### config.mk
export PLATFORM = sky130hd
export DESIGN_NAME = cpu_host_loader
export DESIGN_NICKNAME = d
export VERILOG_FILES = /design/src/rtl/cpu_host_loader_pkg.sv /design/src/rtl/host_loader_fifo2.sv /design/src/rtl/cpu_host_loader.sv
export SDC_FILE = /design/constraint.sdc
export NUM_CORES = 1
export LEC_CHECK = 0
export ABC_AREA = 1
export CAP_MARGIN = 10
export CORE_AREA = 2 2 229 231
export DETAILED_ROUTE_END_ITERATION = 6
export DIE_AREA = 0 0 231 233
export PLACE_DENSITY = 0.67
export SLEW_MARGIN = 15
export SYNTH_ARGS = -nofsm -noshare
export SYNTH_HDL_FRONTEND = slang
export SYNTH_HIERARCHICAL = 1
export SYNTH_SLANG_ARGS = --single-unit
### constraint.sdc
create_clock -name clk -period 2.8 [get_ports clk]
set_input_delay 0.56 -clock clk [delete_from_list [all_inputs] [get_ports clk]]
set_output_delay 0.56 -clock clk [all_outputs]
set_load 0.1 [all_outputs]
### src/rtl/cpu_host_loader_pkg.sv
// Shared types and constants for the host-side cpu image loader / memory dumper.
package cpu_host_loader_pkg;
    localparam int IMEM_DEPTH = 64;
    localparam int DMEM_DEPTH = 128;
    localparam int ADDR_STEP  = 8;

    typedef enum logic [2:0] {
        ST_IDLE,
        ST_LOAD,
        ST_RUN,
        ST_DUMP,
        ST_DONE
    } state_t;

    function automatic logic [15:0] clamp_len(input logic [15:0] len, input logic [15:0] max_len);
        return (len > max_len) ? max_len : len;
    endfunction

    function automatic logic [63:0] word_addr(input logic [15:0] idx);
        return 64'(idx) * 64'(ADDR_STEP);
    endfunction
endpackage

### src/rtl/host_loader_fifo2.sv
// Two-entry 64-bit FIFO holding data-memory words on their way to the dump stream.
// Combinational head output; push into a full FIFO is accepted when a pop happens the same cycle.
module host_loader_fifo2 (
    input  logic        clk,
    input  logic        arst_n,
    input  logic        push,
    input  logic [63:0] din,
    input  logic        pop,
    output logic [63:0] dout,
    output logic        full,
    output logic        empty
);
    logic [63:0] r_mem [2];
    logic        r_wp;
    logic        r_rp;
    logic [1:0]  r_cnt;
    logic        w_push_ok;
    logic        w_pop_ok;

    assign w_pop_ok  = pop && (r_cnt != 2'd0);
    assign w_push_ok = push && ((r_cnt != 2'd2) || w_pop_ok);
    assign dout      = r_mem[r_rp];
    assign full      = (r_cnt == 2'd2);
    assign empty     = (r_cnt == 2'd0);

    always_ff @(posedge clk or negedge arst_n) begin
        if (!arst_n) begin
            r_mem[0] <= '0;
            r_mem[1] <= '0;
            r_wp     <= 1'b0;
            r_rp     <= 1'b0;
            r_cnt    <= 2'd0;
        end else begin
            if (w_push_ok) begin
                r_mem[r_wp] <= din;
                r_wp        <= ~r_wp;
            end
            if (w_pop_ok) begin
                r_rp <= ~r_rp;
            end
            case ({w_push_ok, w_pop_ok})
                2'b10:   r_cnt <= r_cnt + 2'd1;
                2'b01:   r_cnt <= r_cnt - 2'd1;
                default: r_cnt <= r_cnt;
            endcase
        end
    end
endmodule

### src/rtl/cpu_host_loader.sv
// Loads a program image into cpu IMEM, runs the cpu for a fixed budget, then streams DMEM out.
// Reads are only issued while FIFO occupancy plus the in-flight read stays below two entries.
module cpu_host_loader
    import cpu_host_loader_pkg::*;
(
    input  logic        clk,
    input  logic        arst_n,
    input  logic        start,
    input  logic [15:0] imem_len,
    input  logic [15:0] dmem_len,
    input  logic [31:0] run_cycles,
    input  logic        s_valid,
    output logic        s_ready,
    input  logic [63:0] s_data,
    output logic        m_valid,
    input  logic        m_ready,
    output logic [63:0] m_data,
    output logic        cpu_enable,
    output logic [63:0] addr_ext,
    output logic [63:0] wdata_ext,
    output logic        wen_ext,
    output logic        ren_ext,
    input  logic [63:0] rdata_ext,
    output logic [63:0] addr_ext_2,
    output logic [63:0] wdata_ext_2,
    output logic        wen_ext_2,
    output logic        ren_ext_2,
    input  logic [63:0] rdata_ext_2,
    output logic        busy,
    output logic        done
);
    state_t      r_state;
    state_t      w_next;
    logic [15:0] r_imem_len;
    logic [15:0] r_dmem_len;
    logic [31:0] r_run_cycles;
    logic [15:0] r_wr_idx;
    logic [15:0] r_rd_idx;
    logic [31:0] r_run_cnt;
    logic        r_inflight;
    logic [15:0] w_imem_clamp;
    logic [15:0] w_dmem_clamp;
    logic        w_beat;
    logic        w_issue;
    logic        w_pop;
    logic        w_full;
    logic        w_empty;
    logic [1:0]  w_occ;
    logic        w_unused_rdata;

    // The IMEM read-back path is reserved and never consumed.
    assign w_unused_rdata = ^rdata_ext;

    assign w_imem_clamp = clamp_len(imem_len, 16'(IMEM_DEPTH));
    assign w_dmem_clamp = clamp_len(dmem_len, 16'(DMEM_DEPTH));
    assign w_beat       = (r_state == ST_LOAD) && s_valid;
    assign w_occ        = w_full ? 2'd2 : (w_empty ? 2'd0 : 2'd1);
    assign w_issue      = (r_state == ST_DUMP) && (r_rd_idx != r_dmem_len)
                          && ((w_occ + {1'b0, r_inflight}) < 2'd2);
    assign m_valid      = !w_empty;
    assign w_pop        = m_valid && m_ready;

    always_comb begin
        w_next      = r_state;
        s_ready     = 1'b0;
        wen_ext     = 1'b0;
        wdata_ext   = '0;
        addr_ext    = '0;
        ren_ext     = 1'b0;
        cpu_enable  = 1'b0;
        ren_ext_2   = 1'b0;
        addr_ext_2  = '0;
        wen_ext_2   = 1'b0;
        wdata_ext_2 = '0;
        busy        = (r_state != ST_IDLE);
        done        = 1'b0;
        case (r_state)
            ST_IDLE: begin
                if (start) begin
                    if (w_imem_clamp != 16'd0)     w_next = ST_LOAD;
                    else if (run_cycles != 32'd0)  w_next = ST_RUN;
                    else if (w_dmem_clamp != 16'd0) w_next = ST_DUMP;
                    else                            w_next = ST_DONE;
                end
            end
            ST_LOAD: begin
                s_ready   = 1'b1;
                wen_ext   = w_beat;
                wdata_ext = w_beat ? s_data : 64'd0;
                addr_ext  = word_addr(r_wr_idx);
                if (w_beat && (r_wr_idx == r_imem_len - 16'd1)) begin
                    if (r_run_cycles != 32'd0)     w_next = ST_RUN;
                    else if (r_dmem_len != 16'd0)  w_next = ST_DUMP;
                    else                           w_next = ST_DONE;
                end
            end
            ST_RUN: begin
                cpu_enable = 1'b1;
                if (r_run_cnt == r_run_cycles - 32'd1) begin
                    w_next = (r_dmem_len != 16'd0) ? ST_DUMP : ST_DONE;
                end
            end
            ST_DUMP: begin
                ren_ext_2  = w_issue;
                addr_ext_2 = word_addr(r_rd_idx);
                if ((r_rd_idx == r_dmem_len) && !r_inflight && w_empty) begin
                    w_next = ST_DONE;
                end
            end
            ST_DONE: begin
                done   = 1'b1;
                w_next = ST_IDLE;
            end
            default: w_next = ST_IDLE;
        endcase
    end

    always_ff @(posedge clk or negedge arst_n) begin
        if (!arst_n) begin
            r_state      <= ST_IDLE;
            r_imem_len   <= '0;
            r_dmem_len   <= '0;
            r_run_cycles <= '0;
            r_wr_idx     <= '0;
            r_rd_idx     <= '0;
            r_run_cnt    <= '0;
            r_inflight   <= 1'b0;
        end else begin
            r_state    <= w_next;
            r_inflight <= w_issue;
            // Each counter is used by a single phase, so clearing them once per session suffices.
            if ((r_state == ST_IDLE) && start) begin
                r_imem_len   <= w_imem_clamp;
                r_dmem_len   <= w_dmem_clamp;
                r_run_cycles <= run_cycles;
                r_wr_idx     <= '0;
                r_rd_idx     <= '0;
                r_run_cnt    <= '0;
            end
            if (w_beat) r_wr_idx <= r_wr_idx + 16'd1;
            if (r_state == ST_RUN) r_run_cnt <= r_run_cnt + 32'd1;
            if (w_issue) r_rd_idx <= r_rd_idx + 16'd1;
        end
    end

    host_loader_fifo2 u_fifo (
        .clk    (clk),
        .arst_n (arst_n),
        .push   (r_inflight),
        .din    (rdata_ext_2),
        .pop    (w_pop),
        .dout   (m_data),
        .full   (w_full),
        .empty  (w_empty)
    );
endmodule

==> out/results.tsv, run 1 <==
metric	value	unit
worst skew pair latency	0.57	ns
Reg power frac	39.5	%
RePlAce Congestion	0.940	
Critical Path Fanout Max	29	
fin nets	2963	
Max Clk Rate	376	MHz
PD cells	542	nW/um2
# IOs	590	
slowest cell delay on critical path	0.54	ns
clk slew on worst S/H paths	0.06	ns
Internal	8.02	mW
Setup violations, final	0	
Final Power	12.6	mW
detailed-route via count	15500	
share of the synthesized area in the top cell type	39.3	%
Top Family by Delay on Critical Path	buffers and inverters	
worst hold path cell count	2	
R2R cell count	14	
wl on met1	22200	um
Core ar.	51100	um2
Seq cells post-synth	264	
Max IR drop VDD	466	uV
Post-Syn Instances	2369	
Worst Hold End	u_fifo/r_mem[102]	
switch share	36.3	%
clk sinks	264	
most common cell after layout, fill and taps aside	nand2_1	
crit-path cells	clkdlybuf4s50_1 -> nand4_1 -> buf_12 -> buf_12 -> nor2_1 -> buf_12	
DRC	0	
mean routed wirelength per cell	14.8	um
CTS Buffer Depth	3	
CTS H-tree depth	1	
worst path arrival time	2.10	ns
Worst Hold Class	reg2reg	
area of the mapped netlist	16800	um2
final core utilization	45.5	%
Finished Layout Cells	3400	
area added between synthesis and finish	38.4	%
reg2reg start	r_imem_len[0]	
Synth Area per Inst	7.09	um2
initial DRC count	1207	
Synth area leader	dfrtp_1	
most frequent cells in the layout	773 x nand2_1, 261 x dfrtp_1, 253 x inv_1, 230 x nor2_1, 195 x clkdlybuf4s50_1	
endpoint class of the critical path	output port	
Slew headroom	35.8	%
DRT antenna net count	0	
final hold violations	0	
total grt overflow	0	
combinational power share	27.3	%
RR Endpoint	r_state[2]	
antenna violations before repair	4	
largest net degree at the start of global routing	129	
final worst path period share	94.9	%
Setup Buffers After CTS	0	
EDFF count, synth	0	
outcome	completed	
post-DR vias/cell	4.56	
final instance area	23200	um2
Synth Flop Type	dfrtp_1	
vias in the first global route	14500	
Worst-Margin Slew	0.963	ns
dpl cells	3342	
Die Wd	231	um
starting density of the core	32.9	%
Post-synth ARST share	100	%
hold path start	u_fifo/r_mem[102]	
crit start category	primary input	
register area share after synthesis	39.3	%
Netlist cell types	57	
first-pass GRT wire length	78600	um
Cell Area, Placed	22200	um2
CP bufs+invs	4	
max cap viols	0	
Reg2Reg Setup Slack	0.54	ns
WS Path Type	in2out	
RSZ-0062 raised after global routing	false	
post-DP HPWL	37400	um
row count	83	
ranking of synthesized cells by area	dfrtp_1 39%, nand2_1 17%, buf_4 7.7%	
CP max-delay cell	clkdlybuf4s50_1	
Root Driver	clkbuf_16	
Worst Setup SP	s_valid	
TritonCTS Buffers	31	
CTS tree	built	
Worst Path Required	2.24	ns
top routing layer in use	met4	
routed wl met3	3410	um
post-layout minimum cycle time	2.66	ns
chip height	233	um
met2 routed WL	23500	um
Final Max Slew Viols	0	
Static Leak	11.9	nW
die area	53800	um2
fraction of final layout cells sized beyond drive strength 1	12.4	%
DRT Wirelength	50200	um
number of I/O port buffers	363	
DR pass1 iterations	5	
skew final	0.00845	ns
GRT Total Usage	18.1	%
clock network power share	33.2	%
synth warn	6	
most frequent CP cell	buf_12	
sw power	4.58	mW
Min Hold Slack	0.468	ns
==> power groups by stage <==
stage               logic, mW  clock network (mW)  registers, mW
global route             3.86                4.43           5.06
CTS                      3.43                4.30           4.97
floorplan                2.83                   0           4.85
finish                   3.43                4.19           4.98
global placement         3.37                   0           5.02
detailed placement       3.41                   0           5.03
==> worst min-delay path, cell delays in order (launching register included) <==
cell     delay (ns)
dfrtp_1        0.34
nand2_1        0.05
nand2_1        0.05
==> sequential cells by signal (all words and copies together), names as in the netlist, 3 cells and up <==
signal,count
r_dmem_len,16
r_imem_len,16
r_rd_idx,16
r_run_cnt,32
r_run_cycles,32
r_state,3
r_wr_idx,16
u_fifo/r_mem,128
==> cells in the mapped netlist, types with 26 or more instances <==
master / number
nand4_1: 158
inv_1: 256
clkbuf_1: 26
nand2_1: 773
dfrtp_1: 264
buf_2: 39
buf_4: 173
nand3_1: 67
o21ai_0: 65
nor2_1: 251
a21oi_1: 34
xor2_1: 40
==> logic make-up (layout without fill, tap and decap cells) <==
group	Yosys count	count (layout)	share of synthesized area [%]
flip-flops	264	264	39.3
multiplexers	10	10	0.603
other	1	163	0.0223
XOR/XNOR	66	66	3.52
AO/OA/AOI/OAI	152	152	5.22
adder cells (fa/ha/maj)	6	6	0.447
AND/OR/NAND/NOR	1338	1338	34.5
buffers and inverters	532	721	16.3
==> metal layers <==
layer  up-vias  track usage [%]
li1       7829                -
met1      7136             25.0
met2       478             29.5
met3        72             3.00
met4         0             4.07
met5         -                0
==> cell type report <==
cell class	count	area [um2]
fillers	5032	27800
flip-flops and latches	264	6610
diodes	1	2.50
clock inverters	17	211
repair buffers	398	5590
inverters	267	1000
clock buffers	39	856
well taps	680	851
multi-input cells	1734	8130
==> stage by stage <==
| stage | TNS (ns) | setup slack (ns) |
|---|---|---|
| 2_1_floorplan | -11.77 | -0.233 |
| 3_3_place_gp | 0 | 0.195 |
| 3_5_place_dp | 0 | 0.157 |
| 4_1_cts | 0 | 0.0215 |
| 5_1_grt | 0 | 0.0125 |
| 6_report | 0 | 0.142 |
==> how the worst max path moves through the flow <==
stage          slack, ns  cells past startpoint            end
2_1_floorplan      -0.23                      4  wdata_ext[13]
3_3_place_gp        0.20                      6  wdata_ext[39]
3_5_place_dp        0.16                      6  wdata_ext[17]
4_1_cts             0.02                      9      ren_ext_2
5_1_grt             0.01                      6  wdata_ext[42]
6_report            0.14                      6  wdata_ext[42]
==> timing repair <==
| action | 4_1_cts | 5_1_grt |
|---|---|---|
| setup endpoints to repair | 0 | 1 |
| hold buffers | 1 | 0 |
| endpoints found under the hold margin | 13 | 0 |
| gates resized for setup | 0 | 2 |
No activity file was read; power rests on OpenSTA's default activity.
==> run 2, diff against run 1 <==
--- a/config.mk
+++ b/config.mk
@@ -7,10 +7,13 @@
 export LEC_CHECK = 0
 export ABC_AREA = 1
 export CAP_MARGIN = 10
+export CELL_PAD_IN_SITES_DETAIL_PLACEMENT = 1
+export CELL_PAD_IN_SITES_GLOBAL_PLACEMENT = 1
 export CORE_AREA = 2 2 229 231
 export DETAILED_ROUTE_END_ITERATION = 6
 export DIE_AREA = 0 0 231 233
-export PLACE_DENSITY = 0.67
+export MAX_ROUTING_LAYER = met4
+export PLACE_DENSITY = 0.89
 export SLEW_MARGIN = 15
 export SYNTH_ARGS = -nofsm -noshare
 export SYNTH_HDL_FRONTEND = slang
==> run 2 against run 1 <==
Sequential share of layout area decreased by 0.058 points. Cell count unchanged. Clock power decreased by 2%. Sequential cell count unchanged. Power increased by 1.3%. Critical path type is now reg2out. Critical endpoint is now ren_ext_2.
==> out/results.tsv, run 2 (same netlist as run 1, synthesis figures left out) <==
metric	value	unit	change
GRT Total Usage	23.2	%	+5.1 points
final hold violations	0		unchanged
worst skew pair latency	0.57	ns	about the same
fin nets	2963		unchanged
antenna violations before repair	5		+1
post-DP HPWL	47200	um	+26%
first-pass GRT wire length	97500	um	+24%
mean routed wirelength per cell	18.5	um	+25%
area added between synthesis and finish	38.6	%	
RePlAce Congestion	0.901		-4.1%
Core ar.	51100	um2	unchanged
DRT antenna net count	0		unchanged
Worst Path Required	2.24	ns	about the same
# IOs	590		unchanged
DRT Wirelength	63000	um	+25%
outcome	completed		
post-layout minimum cycle time	2.71	ns	+0.0539 ns
die area	53800	um2	unchanged
max cap viols	0		unchanged
Worst Hold Class	reg2reg		
Critical Path Fanout Max	4		-86%
post-DR vias/cell	4.93		+8.1%
Max IR drop VDD	415	uV	-11%
RSZ-0062 raised after global routing	true		
most frequent cells in the layout	773 x nand2_1, 261 x dfrtp_1, 251 x inv_1, 221 x nor2_1, 195 x clkdlybuf4s50_1		
dpl cells	3341		-0.030%
Max Clk Rate	369	MHz	-2.0%
number of I/O port buffers	363		unchanged
PD cells	548	nW/um2	+1.1%
CTS Buffer Depth	3		unchanged
final instance area	23300	um2	+0.20%
detailed-route via count	16800		+8.1%
CTS tree	built		
DR pass1 iterations	5		unchanged
fraction of final layout cells sized beyond drive strength 1	12.7	%	+0.34 points
TritonCTS Buffers	31		unchanged
largest net degree at the start of global routing	87		-33%
CTS H-tree depth	1		unchanged
WS Path Type	reg2out		
initial DRC count	1093		-9.4%
chip height	233	um	unchanged
most common cell after layout, fill and taps aside	nand2_1		
starting density of the core	32.9	%	unchanged
final worst path period share	96.9	%	+1.9 points
Worst-Margin Slew	0.830	ns	-0.132 ns
Largest register FFs	128		unchanged
biggest regs	u_fifo/r_mem: 128 flops, r_run_cnt: 32 flops, r_run_cycles: 32 flops		
skew final	0.0213	ns	+0.0128 ns
Die Wd	231	um	unchanged
DRC	0		unchanged
clk sinks	264		unchanged
endpoint class of the critical path	output port		
Finished Layout Cells	3400		unchanged
crit start category	flop		
Layout fillers	6216		+24%
Cell Area, Placed	22200	um2	+0.14%
clk slew on worst S/H paths	0.06	ns	about the same
Static Leak	11.8	nW	-0.27%
total grt overflow	0		unchanged
Reg with most FFs	u_fifo/r_mem		
Slew headroom	44.6	%	+8.8 points
Setup violations, final	0		unchanged
row count	83		unchanged
Final Max Slew Viols	0		unchanged
Root Driver	clkbuf_16		
worst path arrival time	2.15	ns	+0.05 ns
vias in the first global route	17600		+22%
-- run 2: changes by cell type in the layout (fill, tap and decap cells not counted), sizes merged --
cell and change:
clkbuf +6, bufinv -1, diode +2, clkinv -4, inv -2, clkinvlp -1
-- run 2: what timing repair did --
item / 4_1_cts / 5_1_grt
setup buffers: 0 / 1
hold endpoints to repair: 52 / 0
endpoints found under the setup margin: 2 / 13
pin swaps: 0 / 2
gates resized for setup: 3 / 17
hold buffers: 1 / 0
-- run 2: area by class of cell --
type / count / area, um2 / area share [%]
clock buffers: 45 / 888 / 3.81
diodes: 3 / 7.51 / 0.0322
clock inverters: 9 / 129 / 0.553
well taps: 680 / 851 / 3.65
repair buffers: 398 / 5630 / 24.2
inverters: 267 / 1000 / 4.30
multi-input cells: 1734 / 8180 / 35.1
flip-flops and latches: 264 / 6610 / 28.4
-- run 2: critical path, cell delays in order, from the launching register on --
cell	delay [ns]
dfrtp_1	0.42
inv_1	0.14
nand2_1	0.07
a21oi_1	0.22
nand4_1	0.19
o21ai_2	0.27
inv_2	0.09
buf_12	0.17
-- run 2: where the power goes --
| group | switching, mW | internal [mW] | leakage [nW] |
|---|---|---|---|
| logic | 2.52 | 1.11 | 7.95 |
| registers | 0.649 | 4.39 | 3.39 |
| clock network | 1.65 | 2.45 | 0.494 |
| total | 4.82 | 7.95 | 11.8 |
-- run 2: per-stage QoR --
stage	setup slack (ns)	TNS, ns	util [%]	power, mW	hold WS (ns)
after floorplan	-0.233	-11.77	-	7.69	0.264
after global placement	0.169	0	43.4	8.41	0.453
after detailed placement	0.0673	0	43.4	8.62	0.458
after CTS	0.00153	0	45.5	12.8	0.473
after global routing	-0.00907	-0.0104	45.6	13.5	0.494
final	0.0876	0	45.6	12.8	0.469
-- run 2: per-layer routing --
| layer | GRT usage [%] | share of wire, % | wire length (um) |
|---|---|---|---|
| met1 | 29.0 | 43 | 26800 |
| met5 | - | 0 | 0 |
| met4 | 4.94 | 2.4 | 1540 |
| met3 | 3.01 | 4.2 | 2660 |
| met2 | 40.0 | 51 | 32000 |
-- run 2: path summary, 6_finish.rpt --
check | start | end | slack [ns] | cells past startpoint
min | u_fifo/r_mem[17] | u_fifo/r_mem[17] | 0.47 | 2
min in group asynchronous | arst_n | r_run_cnt[11] | 0.50 | 2
max | r_rd_idx[13] | ren_ext_2 | 0.09 | 7
max in group asynchronous | arst_n | u_fifo/r_mem[23] | 1.47 | 3
max reg2reg | r_run_cycles[0] | r_state[2] | 0.44 | 16
min reg2reg | u_fifo/r_mem[17] | u_fifo/r_mem[17] | 0.47 | 2
==> run 3, diff against run 2 <==
--- a/config.mk
+++ b/config.mk
@@ -9,13 +9,12 @@
 export CAP_MARGIN = 10
 export CELL_PAD_IN_SITES_DETAIL_PLACEMENT = 1
 export CELL_PAD_IN_SITES_GLOBAL_PLACEMENT = 1
-export CORE_AREA = 2 2 229 231
+export CORE_AREA = 2 2 227 229
 export DETAILED_ROUTE_END_ITERATION = 6
-export DIE_AREA = 0 0 231 233
+export DIE_AREA = 0 0 229 231
 export MAX_ROUTING_LAYER = met4
-export PLACE_DENSITY = 0.89
+export PLACE_DENSITY = 0.88
 export SLEW_MARGIN = 15
 export SYNTH_ARGS = -nofsm -noshare
 export SYNTH_HDL_FRONTEND = slang
-export SYNTH_HIERARCHICAL = 1
 export SYNTH_SLANG_ARGS = --single-unit
==> run 3 against run 2 <==
Synthesized cell count shrank 5.2%. Global-route usage is 1.8 points lower. Non-clock buffer count is 12 higher. Clock skew shrank 0.0098 ns. Core utilization grew 0.40 points. Sequential cell count unchanged. Sequential power decreased by 7.3%. Synthesized area decreased by 5.1%. Largest power group is now combinational cells. Count of clock-buffer cells in the layout down 2.
==> out/results.tsv, run 3 <==
metric	value	unit	change
fraction of final layout cells sized beyond drive strength 1	15.0	%	+2.3 points
Synth area leader	dfrtp_1		
crit start category	flop		
worst skew pair latency	0.58	ns	about the same
Commonest cells post-synth	650 x nand2_1, 297 x inv_1, 264 x dfrtp_1		
clk slew on worst S/H paths	0.06	ns	about the same
Root Driver	clkbuf_16		
met1 GRT Util	25.8	%	-3.2 points
Most Crowded Layer GR	met2		
DRT Wirelength	57400	um	-8.9%
starting density of the core	31.5	%	-1.4 points
RSZ-0062 raised after global routing	true		
outcome	completed		
most common cell after layout, fill and taps aside	nand2_1		
Post-synth ARST share	100	%	unchanged
skew final	0.0115	ns	-0.00978 ns
RR Endpoint	r_state[0]		
Min Hold Slack	0.482	ns	+0.0128 ns
biggest regs	u_fifo.r_mem: 128 flops, r_run_cnt: 32 flops, r_run_cycles: 32 flops		
DRT antenna net count	0		unchanged
initial DRC count	837		-23%
GRT Total Usage	21.4	%	-1.8 points
Worst-Margin Slew	0.585	ns	-0.245 ns
die area	52900	um2	-1.7%
area of the mapped netlist	15900	um2	-5.1%
met2 Use GR	38.0	%	-2.0 points
M3 GR Usage	2.88	%	-0.14 points
top-count cell post-synth	nand2_1		
CTS Buffer Depth	3		unchanged
mean routed wirelength per cell	17.3	um	-6.7%
Seq cells post-synth	264		unchanged
clk sinks	264		unchanged
Max IR drop VDD	400	uV	-3.6%
Max Clk Rate	359	MHz	-2.6%
DR pass1 iterations	5		unchanged
Slew headroom	60.9	%	+16 points
antenna violations before repair	1		-4
row count	83		unchanged
final worst path period share	99.4	%	+2.5 points
max cap viols	0		unchanged
post-DR vias/cell	4.69		-4.9%
Reg with most FFs	u_fifo.r_mem		
CTS H-tree depth	1		unchanged
R2R cell count	15		-1
Critical Path Fanout Max	4		unchanged
synth warn	0		-6
ranking of synthesized cells by area	dfrtp_1 41%, nand2_1 15%, buf_4 7.7%		
chip height	231	um	-0.86%
number of I/O port buffers	363		unchanged
register area share after synthesis	41.4	%	+2.1 points
Netlist cell types	52		-8.8%
DRC	0		unchanged
Synth Flop Type	dfrtp_1		
Synth Area per Inst	7.10	um2	+0.13%
area added between synthesis and finish	46.2	%	
Setup violations, final	0		unchanged
Worst Hold Class	in2async		
Largest register FFs	128		unchanged
final hold violations	0		unchanged
reg2reg start	r_run_cycles[0]		
TritonCTS Buffers	31		unchanged
Final Max Slew Viols	0		unchanged
endpoint class of the critical path	output port		
RePlAce Congestion	0.870		-3.4%
most frequent cells in the layout	650 x nand2_1, 297 x inv_1, 263 x dfrtp_1, 203 x o21ai_0, 195 x clkdlybuf4s50_1		
fin nets	2880		-2.8%
Static Leak	11.4	nW	-4.1%
Die Wd	229	um	-0.87%
final core utilization	46.0	%	+0.40 points
detailed-route via count	15600		-7.2%
WS Path Type	reg2out		
Post-Syn Instances	2245		-5.2%
CTS tree	built		
end point of the critical path	ren_ext_2		
vias in the first global route	16400		-6.9%
Reg2Reg Setup Slack	0.41	ns	-0.03 ns
post-DP HPWL	43500	um	-7.9%
Core ar.	50700	um2	-0.81%
Worst Path Required	2.24	ns	about the same
PD cells	614	nW/um2	+12%
# IOs	590		unchanged
share of the synthesized area in the top cell type	41.4	%	+2.1 points
Worst Setup SP	r_rd_idx[14]		
post-layout minimum cycle time	2.78	ns	+0.0714 ns
EDFF count, synth	0		unchanged
total grt overflow	0		unchanged
worst path arrival time	2.22	ns	+0.07 ns
first-pass GRT wire length	89600	um	-8.2%
largest net degree at the start of global routing	129		+48%
==> run 3: cell count changes in the layout (fill, tap and decap cells not counted), sizes merged, moves of 6 or more <==
cell,delta
buf,+11
mux2i,-6
nor4,-8
o21ai,+140
o22ai,-8
nand4,-136
nand2,-128
clkinv,+6
a21oi,+10
inv,+38
==> run 3: per-stage QoR <==
step                      TNS [ns]  setup slack, ns  instances  total power [mW]  area, um2
after floorplan             -32.67           -0.649       2406              8.43      17100
after CTS                  -0.0118         -0.00719       3308              14.4      23200
after detailed placement         0            0.181       3248              10.3      22100
after global routing       -0.0675          -0.0675       3318              14.9      23300
after global placement           0            0.280       3248              10.0      22100
final                            0           0.0163       3318              14.3      23300
==> run 3: what timing repair did <==
item	in CTS	in global routing
hold endpoints to repair	43	0
endpoints found under the setup margin	74	61
hold buffers	1	0
resized for setup	2	9
pin swaps	2	2
setup buffers	2	8
gates cloned	0	1
==> run 3: logic make-up after synthesis <==
family | count (synthesis) | share of synthesized area, %
AOI/OAI and AO/OA | 290 | 9.72
xor gates and xnor gates | 67 | 3.77
adders and majority gates | 6 | 0.471
buffers and inverters | 541 | 16.6
DFF | 264 | 41.4
muxes | 3 | 0.188
other | 1 | 0.0235
and+or+nand+nor | 1073 | 27.7
==> run 3: cell type report <==
| type | instances | area [um2] |
|---|---|---|
| antenna | 1 | 2.50 |
| clock buffer | 43 | 881 |
| clock inverter | 14 | 139 |
| fill | 6134 | 27400 |
| inverter | 305 | 1150 |
| multi-input combinational | 1601 | 7880 |
| sequential | 264 | 6610 |
| tap | 680 | 851 |
| timing repair buffer | 410 | 5800 |
==> run 3: power by group <==
group | switching [mW] | internal, mW
sequential | 0.359 | 4.31
clock | 1.72 | 2.38
combinational | 4.01 | 1.55
total | 6.08 | 8.24
==> run 3: per-layer routing <==
| layer | share of wire [%] | vias up |
|---|---|---|
| li1 | - | 7347 |
| met1 | 42 | 7728 |
| met2 | 52 | 410 |
| met3 | 4.0 | 81 |
| met4 | 2.3 | 0 |
| met5 | 0 | - |
==> run 3: worst min-delay path by stage <==
stage / slack [ns] / end / cells after the start / from
2_1_floorplan: 0.26 / r_dmem_len[0] / 0 / arst_n
3_3_place_gp: 0.47 / u_fifo.r_mem[119] / 2 / u_fifo.r_mem[119]
3_5_place_dp: 0.47 / u_fifo.r_mem[115] / 2 / u_fifo.r_mem[115]
4_1_cts: 0.48 / r_run_cycles[6] / 2 / arst_n
5_1_grt: 0.51 / r_run_cycles[30] / 2 / arst_n
6_report: 0.48 / r_run_cycles[6] / 2 / arst_n
==> run 3: critical path, cell delays in order, from the launching register on <==
cell     delay (ns)
dfrtp_1        0.43
or2_0          0.25
a21oi_1        0.23
nand4_1        0.23
o21ai_4        0.24
inv_1          0.10
buf_12         0.17
